<file path="config.mk">
export PLATFORM = sky130hd
export DESIGN_NAME = led_pattern_ctrl
export DESIGN_NICKNAME = d
export VERILOG_FILES = /design/src/rtl/led_pattern_pkg.sv /design/src/rtl/led_chan.sv /design/src/rtl/led_pattern_ctrl.sv
export SDC_FILE = /design/constraint.sdc
export NUM_CORES = 1
export LEC_CHECK = 0
export ABC_AREA = 1
export CORE_MARGIN = 8
export CORE_UTILIZATION = 45
export CTS_CLUSTER_DIAMETER = 100
export DETAILED_ROUTE_END_ITERATION = 10
export HOLD_SLACK_MARGIN = 0.05
export PLACE_DENSITY_LB_ADDON = 0.3
export SYNTH_ARGS = -nofsm -noshare
export SYNTH_HDL_FRONTEND = slang
export SYNTH_SLANG_ARGS = --single-unit
</file>
<file path="constraint.sdc">
create_clock -name clk -period 4.1 [get_ports clk]
set_input_delay 0.41 -clock clk [delete_from_list [all_inputs] [get_ports clk]]
set_output_delay 0.41 -clock clk [all_outputs]
set_load 0.02 [all_outputs]
</file>
<file path="src/rtl/led_pattern_pkg.sv">
// led_pattern_pkg: mode and burst-state encodings shared by the LED pattern controller
package led_pattern_pkg;
  localparam int PAUSE_HALVES_DEF = 4;
  typedef enum logic [1:0] {
    MODE_OFF   = 2'd0,
    MODE_ON    = 2'd1,
    MODE_BLINK = 2'd2,
    MODE_BURST = 2'd3
  } mode_e;
  typedef enum logic [1:0] {IDLE, HIGH, LOW, PAUSE} burst_st_e;
endpackage

</file>
<file path="src/rtl/led_chan.sv">
// led_chan: one LED channel; half-period phase and BLINK/BURST sequencing on the shared tick
module led_chan
  import led_pattern_pkg::*;
#(
  parameter int HALF_W       = 12,
  parameter int BURST_W      = 3,
  parameter int PAUSE_HALVES = PAUSE_HALVES_DEF
) (
  input  logic               clk,
  input  logic               rst,
  input  logic               sync,
  input  logic               tick,
  input  logic               en,
  input  logic [1:0]         mode,
  input  logic [HALF_W-1:0]  half_per,
  input  logic [BURST_W-1:0] burst_n,
  output logic               led
);
  localparam int PW = PAUSE_HALVES > 1 ? $clog2(PAUSE_HALVES) : 1;
  logic [2:0]         cfg_q;
  burst_st_e          state_q, state_d;
  logic [HALF_W-1:0]  phase_q, phase_d, h_eff;
  logic [BURST_W-1:0] pulse_q, pulse_d;
  logic [PW-1:0]      pause_q, pause_d;
  logic               led_q, led_d, chg, act, evt, last_pulse, pause_end;
  always_comb begin
    chg        = {en, mode} != cfg_q;
    act        = cfg_q[2] && (cfg_q[1:0] == MODE_BLINK || cfg_q[1:0] == MODE_BURST);
    h_eff      = half_per == '0 ? HALF_W'(1) : half_per;
    evt        = tick && phase_q >= h_eff - 1'b1;
    last_pulse = {1'b0, pulse_q} + 1'b1 >= {1'b0, burst_n};
    pause_end  = pause_q == PW'(PAUSE_HALVES - 1);
    state_d    = state_q;
    phase_d    = phase_q;
    pulse_d    = pulse_q;
    pause_d    = pause_q;
    led_d      = led_q;
    // any config change or sync restarts the pattern from IDLE with led low for one cycle
    if (sync || chg || !act) begin
      state_d = IDLE;
      phase_d = '0;
      pulse_d = '0;
      pause_d = '0;
      led_d   = !sync && !chg && cfg_q == {1'b1, MODE_ON};
    end else begin
      phase_d = !tick ? phase_q : evt ? '0 : phase_q + 1'b1;
      if (evt && cfg_q[1:0] == MODE_BURST)
        case (state_q)
          IDLE: state_d = burst_n == '0 ? IDLE : HIGH;
          HIGH: state_d = LOW;
          LOW: begin
            pulse_d = last_pulse ? '0 : pulse_q + 1'b1;
            state_d = last_pulse ? PAUSE : HIGH;
          end
          default: begin
            pause_d = pause_end ? '0 : pause_q + 1'b1;
            state_d = !pause_end ? PAUSE : burst_n == '0 ? IDLE : HIGH;
          end
        endcase
      led_d = cfg_q[1:0] == MODE_BLINK ? led_q ^ evt : state_d == HIGH;
    end
  end
  always_ff @(posedge clk) begin
    if (rst) begin
      cfg_q   <= '0;
      state_q <= IDLE;
      phase_q <= '0;
      pulse_q <= '0;
      pause_q <= '0;
      led_q   <= 1'b0;
    end else begin
      cfg_q   <= {en, mode};
      state_q <= state_d;
      phase_q <= phase_d;
      pulse_q <= pulse_d;
      pause_q <= pause_d;
      led_q   <= led_d;
    end
  end
  assign led = led_q;
endmodule

</file>
<file path="src/rtl/led_pattern_ctrl.sv">
// led_pattern_ctrl: N_CH LED pattern channels sharing one tick prescaler for coherent phases
module led_pattern_ctrl
  import led_pattern_pkg::*;
#(
  parameter int CLK_HZ       = 100_000_000,
  parameter int TICK_HZ      = 1000,
  parameter int N_CH         = 4,
  parameter int HALF_W       = 12,
  parameter int BURST_W      = 3,
  parameter int PAUSE_HALVES = PAUSE_HALVES_DEF
) (
  input  logic                      clk,
  input  logic                      rst,
  input  logic                      sync,
  input  logic [N_CH-1:0]           en,
  input  logic [2*N_CH-1:0]         mode,
  input  logic [HALF_W*N_CH-1:0]    half_per,
  input  logic [BURST_W*N_CH-1:0]   burst_n,
  output logic [N_CH-1:0]           led,
  output logic                      tick
);
  localparam int DIV = CLK_HZ / TICK_HZ;
  localparam int CW  = DIV > 1 ? $clog2(DIV) : 1;
  logic [CW-1:0] cnt_q;
  logic          tick_q;
  always_ff @(posedge clk) begin
    if (rst || sync) begin
      cnt_q  <= '0;
      tick_q <= 1'b0;
    end else begin
      cnt_q  <= cnt_q == CW'(DIV - 1) ? '0 : cnt_q + 1'b1;
      tick_q <= cnt_q == CW'(DIV - 1);
    end
  end
  assign tick = tick_q;
  for (genvar i = 0; i < N_CH; i++) begin : g_ch
    led_chan #(
      .HALF_W      (HALF_W),
      .BURST_W     (BURST_W),
      .PAUSE_HALVES(PAUSE_HALVES)
    ) u_chan (
      .clk     (clk),
      .rst     (rst),
      .sync    (sync),
      .tick    (tick_q),
      .en      (en[i]),
      .mode    (mode[2*i +: 2]),
      .half_per(half_per[HALF_W*i +: HALF_W]),
      .burst_n (burst_n[BURST_W*i +: BURST_W]),
      .led     (led[i])
    );
  end
endmodule
</file>
==> impl_metrics.tcl, run 1 <==
set metrics [dict create \
    antenna_found_initial 0 \
    initial_core_util 0.460 \
    numPortBuffers 79 \
    synth_seq_area_share 0.290 \
    maxCapViolations 0 \
    seq_power_share 0.490 \
    place_ws_ns 0.247 \
    dr.pass1.iters 4 \
    grt.overflow.total 0 \
    clock_sinks 110 \
    synth_common_cells "nand2_1 (207), inv_1 (153), nor2_1 (148)" \
    p_total_mw 2.21 \
    crit_type "primary input to flop" \
    grt_pass1_vias 6236 \
    finalCriticalPeriod_ns 3.49 \
    crit_fanout 7 \
    power.ir.vdd_worst_v 0.000200 \
    synth_edf_count 0 \
    cts.path.max_buffers 2 \
    syn_inst 1077 \
    yosysMostFrequentCell "nand2_1" \
    finClkSkew_ns 0.00971 \
    maxSlewHeadroom 0.353 \
    synth_cell_types 48 \
    coreArea_sq_um 16500 \
    drcViolationCount 0 \
    r2r-end "g_ch[2].u_chan.phase_q[9]" \
    synth_top_cell_by_area "dfxtp_1" \
    grt_usage 0.155 \
    sw_frac_of_total 0.238 \
    holdCritStartpoint "g_ch[1].u_chan.pause_q[1]" \
    synthesis.area_sq_um 7590 \
    pwr_density_cell_nw_per_um2 249 \
    layout_setup_ws_ns 0.610 \
    die_h_um 146 \
    ant_nets 0 \
    clk_latency_ns 0.36 \
    ys_ff_latch 110 \
    slew_violations 0 \
    min_path_cells 2 \
    power_frac_comb 0.111 \
    drive_gt1_frac 0.0501 \
    cts.repair.resized 0 \
    cp-start-kind "primary input" \
    fin_cells 1378 \
    hold_path_class "flop to flop" \
    drt-total-wl_um 16300 \
    hpwl_um 13100 \
    setup_tns_ns 0 \
    synthArstFlopShare 0 \
    r2r_cells 7 \
    critPathArrivalTime_ns 3.74 \
    postCtsSetupBuffers 0 \
    drt-initial-drc-count 355 \
    ys.flop_type "dfxtp_1" \
    place_inst 1363 \
    rows 47 \
    synthTopCellsByArea "dfxtp_1 (29%), ha_1 (13%), nand2_1 (10%), inv_1 (7.6%), nor2_1 (7.3%)" \
    grt_pass1_wl_um 28100 \
    clkSlewWorstSetupHoldPaths_ns 0.07 \
    viasPerCell 4.92 \
    synthToLayoutAreaGrowth_pct 16.7 \
    cts_tree "done" \
    nNetsFinal 1306 \
    fmax_mhz 287 \
    hold_end "g_ch[1].u_chan.pause_q[1]" \
    grt_max_degree 23 \
    reg2reg_from "tick" \
    worst-r2r-setup-slack_ns 1.87 \
    fin_crit_sh 0.851 \
    syn_nets 1229 \
    die_area_sq_um 21300 \
    p_clk_frac 0.400 \
    leakagePower_nw 3.79 \
    place_congestion 0.825 \
    switching_power_mw 0.526 \
    netlist.area_leader.share 0.290 \
    io_pins 80 \
    cts_hold_buf 0 \
    worst_slew_pin_slew_ns 0.968 \
    cts_root_buf "clkbuf_16" \
    cp-end-kind "flop" \
    synth.avg_cell_area_sq_um 7.05 \
    htree_levels 3 \
    vias 6778 \
    hold_violations 0 \
    hold_ws_ns 0.449 \
    required_ns 4.35 \
    detail_route.wl_per_cell_um 11.8 \
    finalSetupViolCount 0 \
    grt_setup_unrepaired "false" \
    numCtsBuffers 9 \
    dieWidth_um 146 \
    p_int_mw 1.68 \
    status "complete, no violations" \
    diodes 0 \
    yosysWarnings 0 \
]
==> state kept, by name (all words and copies together), names as in the netlist <==
register,cells
cnt_q,17
g_ch.u_chan.state_q,8
g_ch.u_chan.led,4
g_ch.u_chan.pulse_q,12
g_ch.u_chan.pause_q,8
g_ch.u_chan.cfg_q,12
tick,1
g_ch.u_chan.phase_q,48
==> layout make-up <==
type / instances / area (sq um)
Multi-Input combinational cell: 795 / 4700
Inverter: 156 / 586
Clock inverter: 4 / 47.5
Sequential cell: 110 / 2200
Timing Repair Buffer: 82 / 813
Clock buffer: 11 / 243
Tap cell: 220 / 275
Fill cell: 1596 / 7660
==> kinds of logic after synthesis <==
family / Yosys count / share of synthesized area
AO/OA/AOI/OAI: 129 / 0.0944
AND/OR/NAND/NOR: 522 / 0.320
flip-flops: 110 / 0.290
buffers and inverters: 172 / 0.0914
adder cells (fa/ha/maj): 77 / 0.127
XOR/XNOR: 67 / 0.0773
==> critical path, stage by stage <==
cell and delay, ns:
clkdlybuf4s50_1 0.48, or2_2 0.30, nor4_1 0.25, nand3_1 0.11, nand2_1 0.09, inv_1 0.09
ha_1 0.24, nand2_1 0.13, nor4_1 0.07, xor2_1 0.14, inv_1 0.06, ha_1 0.27
nand2_1 0.07, nor3_1 0.21, nand2_1 0.08, nand2_1 0.10, nand3_2 0.13, nor2_1 0.19
nand2_1 0.13, nor2_1 0.14, nor3b_2 0.06
==> how the worst max path moves through the flow <==
stage            startpoint  depth (start not counted)                        end
2_1_floorplan   half_per[9]                         20  g_ch[0].u_chan.pulse_q[2]
3_3_place_gp   half_per[27]                         20  g_ch[2].u_chan.pulse_q[1]
3_5_place_dp   half_per[27]                         20  g_ch[2].u_chan.pulse_q[1]
4_1_cts        half_per[27]                         20  g_ch[2].u_chan.pulse_q[1]
5_1_grt        half_per[27]                         20  g_ch[2].u_chan.pulse_q[1]
6_report        half_per[8]                         21  g_ch[0].u_chan.pulse_q[2]
==> power groups by stage <==
stage | sequential [mW] | clock [mW] | combinational [mW]
finish | 1.08 | 0.883 | 0.244
global placement | 1.11 | 0 | 0.240
detailed placement | 1.11 | 0 | 0.243
CTS | 1.08 | 0.905 | 0.246
global route | 1.08 | 0.952 | 0.276
floorplan | 1.10 | 0 | 0.125
==> metal layers <==
metal / routed length, um / vias up / GRT usage
met5: 0 / - / 0
met4: 188 / 0 / 0.0531
met3: 603 / 12 / 0.0292
met2: 6910 / 92 / 0.240
met1: 8600 / 3015 / 0.211
li1: - / 3659 / -
==> cell usage in the layout (no fill, tap or decap), drive strengths merged, types with 7 or more instances in the layout <==
master / count
clkbuf: 11
dfxtp: 110
inv: 155
nor2: 155
xnor2: 29
xor2: 38
o21ai: 34
nand3b: 7
nand3: 57
nand2: 212
nor3: 33
nor4: 14
or2: 7
ha: 77
a21oi: 72
nor3b: 11
clkdlybuf4s50: 79
nand4: 24
==> metrics by stage <==
step           cell area (sq um)   util
2_1_floorplan               7590      -
3_3_place_gp                8570  0.519
3_5_place_dp                8570  0.519
4_1_cts                     8860  0.536
5_1_grt                     8860  0.536
6_report                    8860  0.536
Power figures use the tool's default switching activity.
==> run 2: changes to the inputs <==
Settings changed: GPL_TIMING_DRIVEN set to 0.
Clock period 4.1 ns to 3.47 ns, I/O delays scaled along.
==> run 2 against run 1 <==
Compared with the run above: clock skew down 0.0018 ns; critical path depth unchanged; first-iteration DRC count down 2.3%; combinational power up 21%; worst setup slack worse by 0.41 ns; final cell count up 1.5%.
==> impl_metrics.tcl, run 2 (synthesized netlist as in run 1, its figures left out) <==
set metrics [dict create \
    path_common_cell "nand2_1" \
    cts_root_buf "clkbuf_16" \
    hold_path_class "flop to flop" \
    place_congestion 0.853 \
    top_register "g_ch.u_chan.phase_q" \
    die_h_um 146 \
    fmax_mhz 306 \
    grt.overflow.total 0 \
    crit_type "primary input to flop" \
    initial_core_util 0.460 \
    grt_max_degree 19 \
    clkSlewWorstSetupHoldPaths_ns 0.08 \
    slowest_stage "clkdlybuf4s50_1" \
    diodes 0 \
    largest_reg_flops 48 \
    finClkSkew_ns 0.00786 \
    detail_route.wl_per_cell_um 12.1 \
    reg_top3 "g_ch.u_chan.phase_q (48), cnt_q (17)" \
    rows 47 \
    status "complete, no violations" \
    synthToLayoutAreaGrowth_pct 21.2 \
    maxSlewHeadroom 0.551 \
    ant_nets 0 \
    crit_fanout 6 \
    grt_pass1_wl_um 28300 \
    most-common-layout-cells "nand2_1 (200), inv_1 (150), nor2_1 (144), dfxtp_1 (110), ha_1 (73)" \
    cts.path.max_buffers 2 \
    sw_frac_of_total 0.245 \
    cp-start-kind "primary input" \
    worst_slew_pin_slew_ns 0.673 \
    drt-total-wl_um 16900 \
    cts_tree "done" \
    grt_pass1_vias 6411 \
    numCtsBuffers 9 \
    seq_power_share 0.483 \
    cts_hold_buf 0 \
    viasPerCell 4.94 \
    drive_gt1_frac 0.0951 \
    leakagePower_nw 4.01 \
    grt_setup_unrepaired "true" \
    switching_power_mw 0.647 \
    dieWidth_um 146 \
    dr.pass1.iters 7 \
    grt_usage 0.156 \
    hpwl_um 13100 \
    power.ir.vdd_worst_v 0.000328 \
    antenna_found_initial 0 \
    finalCriticalPeriod_ns 3.27 \
    fin_crit_sh 0.942 \
    p_clk_frac 0.406 \
    place_inst 1376 \
    hold_violations 0 \
    place_ws_ns -0.413 \
    critPathArrivalTime_ns 3.52 \
    drt-initial-drc-count 347 \
    p_int_mw 2.00 \
    path_buf_inv 3 \
    pwr_density_cell_nw_per_um2 287 \
    layout_setup_ws_ns 0.202 \
    drcViolationCount 0 \
    finalSetupViolCount 0 \
    clk_latency_ns 0.35 \
    path_delay_family "simple AND/OR/NAND/NOR gates" \
    vias 6903 \
    coreArea_sq_um 16500 \
    clock_sinks 110 \
    die_area_sq_um 21300 \
    nNetsFinal 1325 \
    htree_levels 3 \
    power_frac_comb 0.111 \
    required_ns 3.72 \
    path_cells "clkdlybuf4s50_1 -> nor2_1 -> nand2_1 -> nor3_2 -> a21oi_2 -> ha_2 -> nand2_1 -> nor2_2 -> nand3_1 -> xor2_1 -> inv_1 -> ha_1 -> nand4_1 -> a21oi_2 -> nor2_1 -> nand2_1 -> nand3_2 -> inv_2 -> nand3_2 -> o21ai_0 -> a21oi_1" \
    max_stage_delay_ns 0.53 \
    slew_violations 0 \
    numPortBuffers 79 \
    cp-end-kind "flop" \
    layout_commonest_cell "nand2_1" \
    fin_cells 1398 \
    io_pins 80 \
    maxCapViolations 0 \
]
## run 2: final timing paths
path,start,end,slack (ns),depth (start not counted)
max,half_per[13],g_ch[1].u_chan.pulse_q[2],0.20,21
min reg2reg,g_ch[2].u_chan.pause_q[1],g_ch[2].u_chan.pause_q[1],0.46,2
max reg2reg,g_ch[3].u_chan.pulse_q[0],g_ch[3].u_chan.led,1.40,14
min,g_ch[2].u_chan.pause_q[1],g_ch[2].u_chan.pause_q[1],0.46,2
## run 2: area by class of cell
class	count	area (sq um)
fill	1577	7320
multi-input combinational	795	4850
sequential	110	2200
timing repair buffer	85	876
inverter	156	586
tap	220	275
clock buffer	10	239
buffer	16	109
clock inverter	6	68.8
## run 2: metal layers
layer,wire length (um),track usage,up-vias,share of wire
li1,-,-,3700,-
met1,8290,0.202,3099,0.49
met2,7790,0.254,94,0.46
met3,648,0.0326,10,0.038
met4,155,0.0489,0,0.0092
met5,0,0,-,0
## run 2: timing repair
| item | 4_1_cts | 5_1_grt |
|---|---|---|
| pin swaps | 0 | 9 |
| cloned | 0 | 0 |
| setup endpoints to repair | 4 | 70 |
| resized for setup | 6 | 57 |
| hold endpoints to repair | 0 | 0 |
| setup buffers | 0 | 6 |
## run 2: metrics by stage
stage	instance area (sq um)	utilization	power [mW]	TNS, ns	hold WS (ns)
final	9210	0.557	2.64	0	0.457
after global routing	9210	0.557	2.76	-0.338	0.477
after CTS	8980	0.544	2.67	0	0.458
after detailed placement	8660	0.524	1.59	-14.98	0.440
after global placement	8660	0.524	1.59	-12.51	0.430
after floorplan	7590	-	1.45	0	0.418
## run 2: power groups by stage
stage | Sequential (mW) | Clock [mW] | Combinational [mW]
2_1_floorplan | 1.31 | 0 | 0.147
3_3_place_gp | 1.31 | 0 | 0.281
3_5_place_dp | 1.31 | 0 | 0.286
4_1_cts | 1.28 | 1.11 | 0.289
5_1_grt | 1.28 | 1.15 | 0.332
6_report | 1.28 | 1.07 | 0.295
## run 2: worst reg2reg max path, stage by stage (launching register included)
cell and delay, ns:
dfxtp_1 0.36, ha_1 0.23, or2_2 0.27, nand2_1 0.08, inv_1 0.04, ha_1 0.29
nand4_1 0.10, nand3b_1 0.15, nand2_1 0.09, nand2_1 0.05, nand2_1 0.07, nand2_1 0.05
o21ai_1 0.13, nand2_1 0.06, nand2_1 0.05
==> run 3: changes to the inputs <==
Settings changed: CORE_ASPECT_RATIO set to 1.25.
==> run 3 against run 2 <==
Compared with the run above: critical path depth did not move; clock skew rose by 0.0011 ns; sequential power barely moved; sequential share of layout area rose by 0.16 points; first-iteration DRC count fell by 19%; flip-flop and latch count did not move; final cell count fell by 0.14%; worst setup slack improved by 0.067 ns; non-clock buffer count fell by 2; highest routed layer unchanged; register-to-register slack got worse by 0.03 ns; largest power group unchanged; count of clock-buffer cells in the layout fell by 1.
==> impl_metrics.tcl, run 3 (synthesized netlist as in run 1, its figures left out) <==
set metrics [dict create \
    drt-initial-drc-count 280 \
    maxCapViolations 0 \
    finalSetupViolCount 0 \
    top_register "g_ch.u_chan.phase_q" \
    clkSlewWorstSetupHoldPaths_ns 0.08 \
    place_inst 1376 \
    clk_latency_ns 0.36 \
    hold_path_class "flop to flop" \
    layout_setup_ws_ns 0.269 \
    drt-total-wl_um 16500 \
    dieWidth_um 132 \
    fin_area_sq_um 9150 \
    dr.pass1.iters 5 \
    antenna_found_initial 0 \
    path_cells "clkdlybuf4s50_1 -> nor2_1 -> nand2_1 -> nor3_2 -> a21oi_2 -> ha_2 -> nand2_1 -> nor2_2 -> nand3_1 -> xor2_1 -> inv_1 -> ha_1 -> nand4_1 -> a21oi_2 -> nor2_1 -> nand2_2 -> nand3_2 -> inv_2 -> nand3_2 -> o21ai_0 -> a21oi_1" \
    viasPerCell 4.94 \
    switching_power_mw 0.663 \
    p_clk_frac 0.392 \
    diodes 0 \
    grt.overflow.total 0 \
    cts_tree "done" \
    leakagePower_nw 3.93 \
    maxSlewHeadroom 0.571 \
    holdCritStartpoint "g_ch[2].u_chan.pause_q[1]" \
    fmax_mhz 312 \
    path_buf_inv 3 \
    hold_ws_ns 0.451 \
    slowest_stage "clkdlybuf4s50_1" \
    fin_crit_sh 0.923 \
    die_h_um 161 \
    grt_usage 0.155 \
    critPathArrivalTime_ns 3.45 \
    numCtsBuffers 9 \
    crit_type "primary input to flop" \
    io_pins 80 \
    initial_core_util 0.456 \
    cts_hold_buf 0 \
    fillerInstances 1649 \
    utilization 0.549 \
    rows 53 \
    hpwl_um 13100 \
    synthToLayoutAreaGrowth_pct 20.4 \
    required_ns 3.72 \
    max_stage_delay_ns 0.51 \
    die_area_sq_um 21300 \
    most-common-layout-cells "nand2_1 (198), inv_1 (149), nor2_1 (145), dfxtp_1 (110), ha_1 (73)" \
    cts_root_buf "clkbuf_16" \
    htree_levels 3 \
    drcViolationCount 0 \
    reg_top3 "g_ch.u_chan.phase_q (48), cnt_q (17)" \
    reg2reg_from "g_ch[1].u_chan.pulse_q[0]" \
    nNetsFinal 1323 \
    finalCriticalPeriod_ns 3.20 \
    detail_route.wl_per_cell_um 11.8 \
    ant_nets 0 \
    drive_gt1_frac 0.0935 \
    fin_cells 1396 \
    power.ir.vdd_worst_v 0.000198 \
    slew_violations 0 \
    place_congestion 0.818 \
    power_frac_comb 0.113 \
    largest_reg_flops 48 \
    placed_area_sq_um 8660 \
    crit_path_start "half_per[17]" \
    path_delay_family "simple AND/OR/NAND/NOR gates" \
    cp-end-kind "flop" \
    finClkSkew_ns 0.00900 \
    crit_fanout 6 \
    grt_pass1_vias 6738 \
    grt_pass1_wl_um 28100 \
    worst_slew_pin_slew_ns 0.644 \
    status "complete, no violations" \
    coreArea_sq_um 16600 \
    sw_frac_of_total 0.256 \
    hold_violations 0 \
    layout_commonest_cell "nand2_1" \
    seq_power_share 0.494 \
    clock_sinks 110 \
    pwr_density_cell_nw_per_um2 283 \
    place_ws_ns -0.479 \
    p_int_mw 1.92 \
    cp-start-kind "primary input" \
    grt_max_degree 21 \
    cts.path.max_buffers 2 \
    numPortBuffers 79 \
    vias 6903 \
]
run 3: cell count changes in the layout (fill, tap and decap cells not counted), sizes merged:
| cell | before | now |
|---|---|---|
| buf | 18 | 16 |
| bufinv | 1 | 0 |
| clkbuf | 14 | 13 |
| clkdlybuf4s50 | 63 | 71 |
| clkinv | 1 | 5 |
| clkinvlp | 4 | 0 |
| dlymetal6s2s | 16 | 8 |
| inv | 156 | 158 |
run 3: power groups by stage:
| stage | Clock, mW | Sequential (mW) | Combinational [mW] |
|---|---|---|---|
| finish | 1.01 | 1.28 | 0.293 |
| global placement | 0 | 1.31 | 0.282 |
| detailed placement | 0 | 1.31 | 0.286 |
| CTS | 1.05 | 1.28 | 0.289 |
| floorplan | 0 | 1.31 | 0.147 |
| global route | 1.09 | 1.28 | 0.332 |
run 3: worst paths after layout:
kind                                    end  slack [ns]  cells after the start
setup reg to reg         g_ch[1].u_chan.led        1.37                     13
hold / removal    g_ch[2].u_chan.pause_q[1]        0.45                      2
hold reg to reg   g_ch[2].u_chan.pause_q[1]        0.45                      2
setup / recovery  g_ch[1].u_chan.pulse_q[2]        0.27                     21
run 3: timing repair:
| action | 4_1_cts | 5_1_grt |
|---|---|---|
| gates cloned | 0 | 0 |
| hold endpoints to repair | 0 | 0 |
| setup buffers | 0 | 4 |
| setup endpoints to repair | 7 | 65 |
| pin swaps | 0 | 8 |
| resized for setup | 2 | 50 |
run 3: layer usage:
layer	track usage	part of all wire	vias up
li1	-	-	3703
met1	0.174	0.45	3117
met2	0.285	0.51	67
met3	0.0242	0.028	16
met4	0.0621	0.015	0
met5	0	0	-
run 3: cell type report:
| class | count | area (sq um) | share of cell area |
|---|---|---|---|
| sequential | 110 | 2200 | 0.241 |
| timing repair buffer | 83 | 841 | 0.0919 |
| clock buffer | 9 | 225 | 0.0246 |
| inverter | 156 | 586 | 0.0640 |
| tap | 220 | 275 | 0.0301 |
| buffer | 16 | 109 | 0.0119 |
| multi-input combinational | 795 | 4840 | 0.529 |
| clock inverter | 7 | 65.1 | 0.00711 |
run 3: tightest hold or removal path, delay by kind of cell (launching register included):
| family | cells | cell delay [ns] |
|---|---|---|
| buffers and inverters | 1 | 0.05 |
| AO/OA/AOI/OAI | 1 | 0.05 |
| flip-flops | 1 | 0.32 |
run 3: metrics by stage:
step | TNS, ns | power, mW
2_1_floorplan | 0 | 1.45
3_3_place_gp | -14.32 | 1.59
3_5_place_dp | -15.48 | 1.59
4_1_cts | 0 | 2.62
5_1_grt | -0.212 | 2.70
6_report | 0 | 2.58
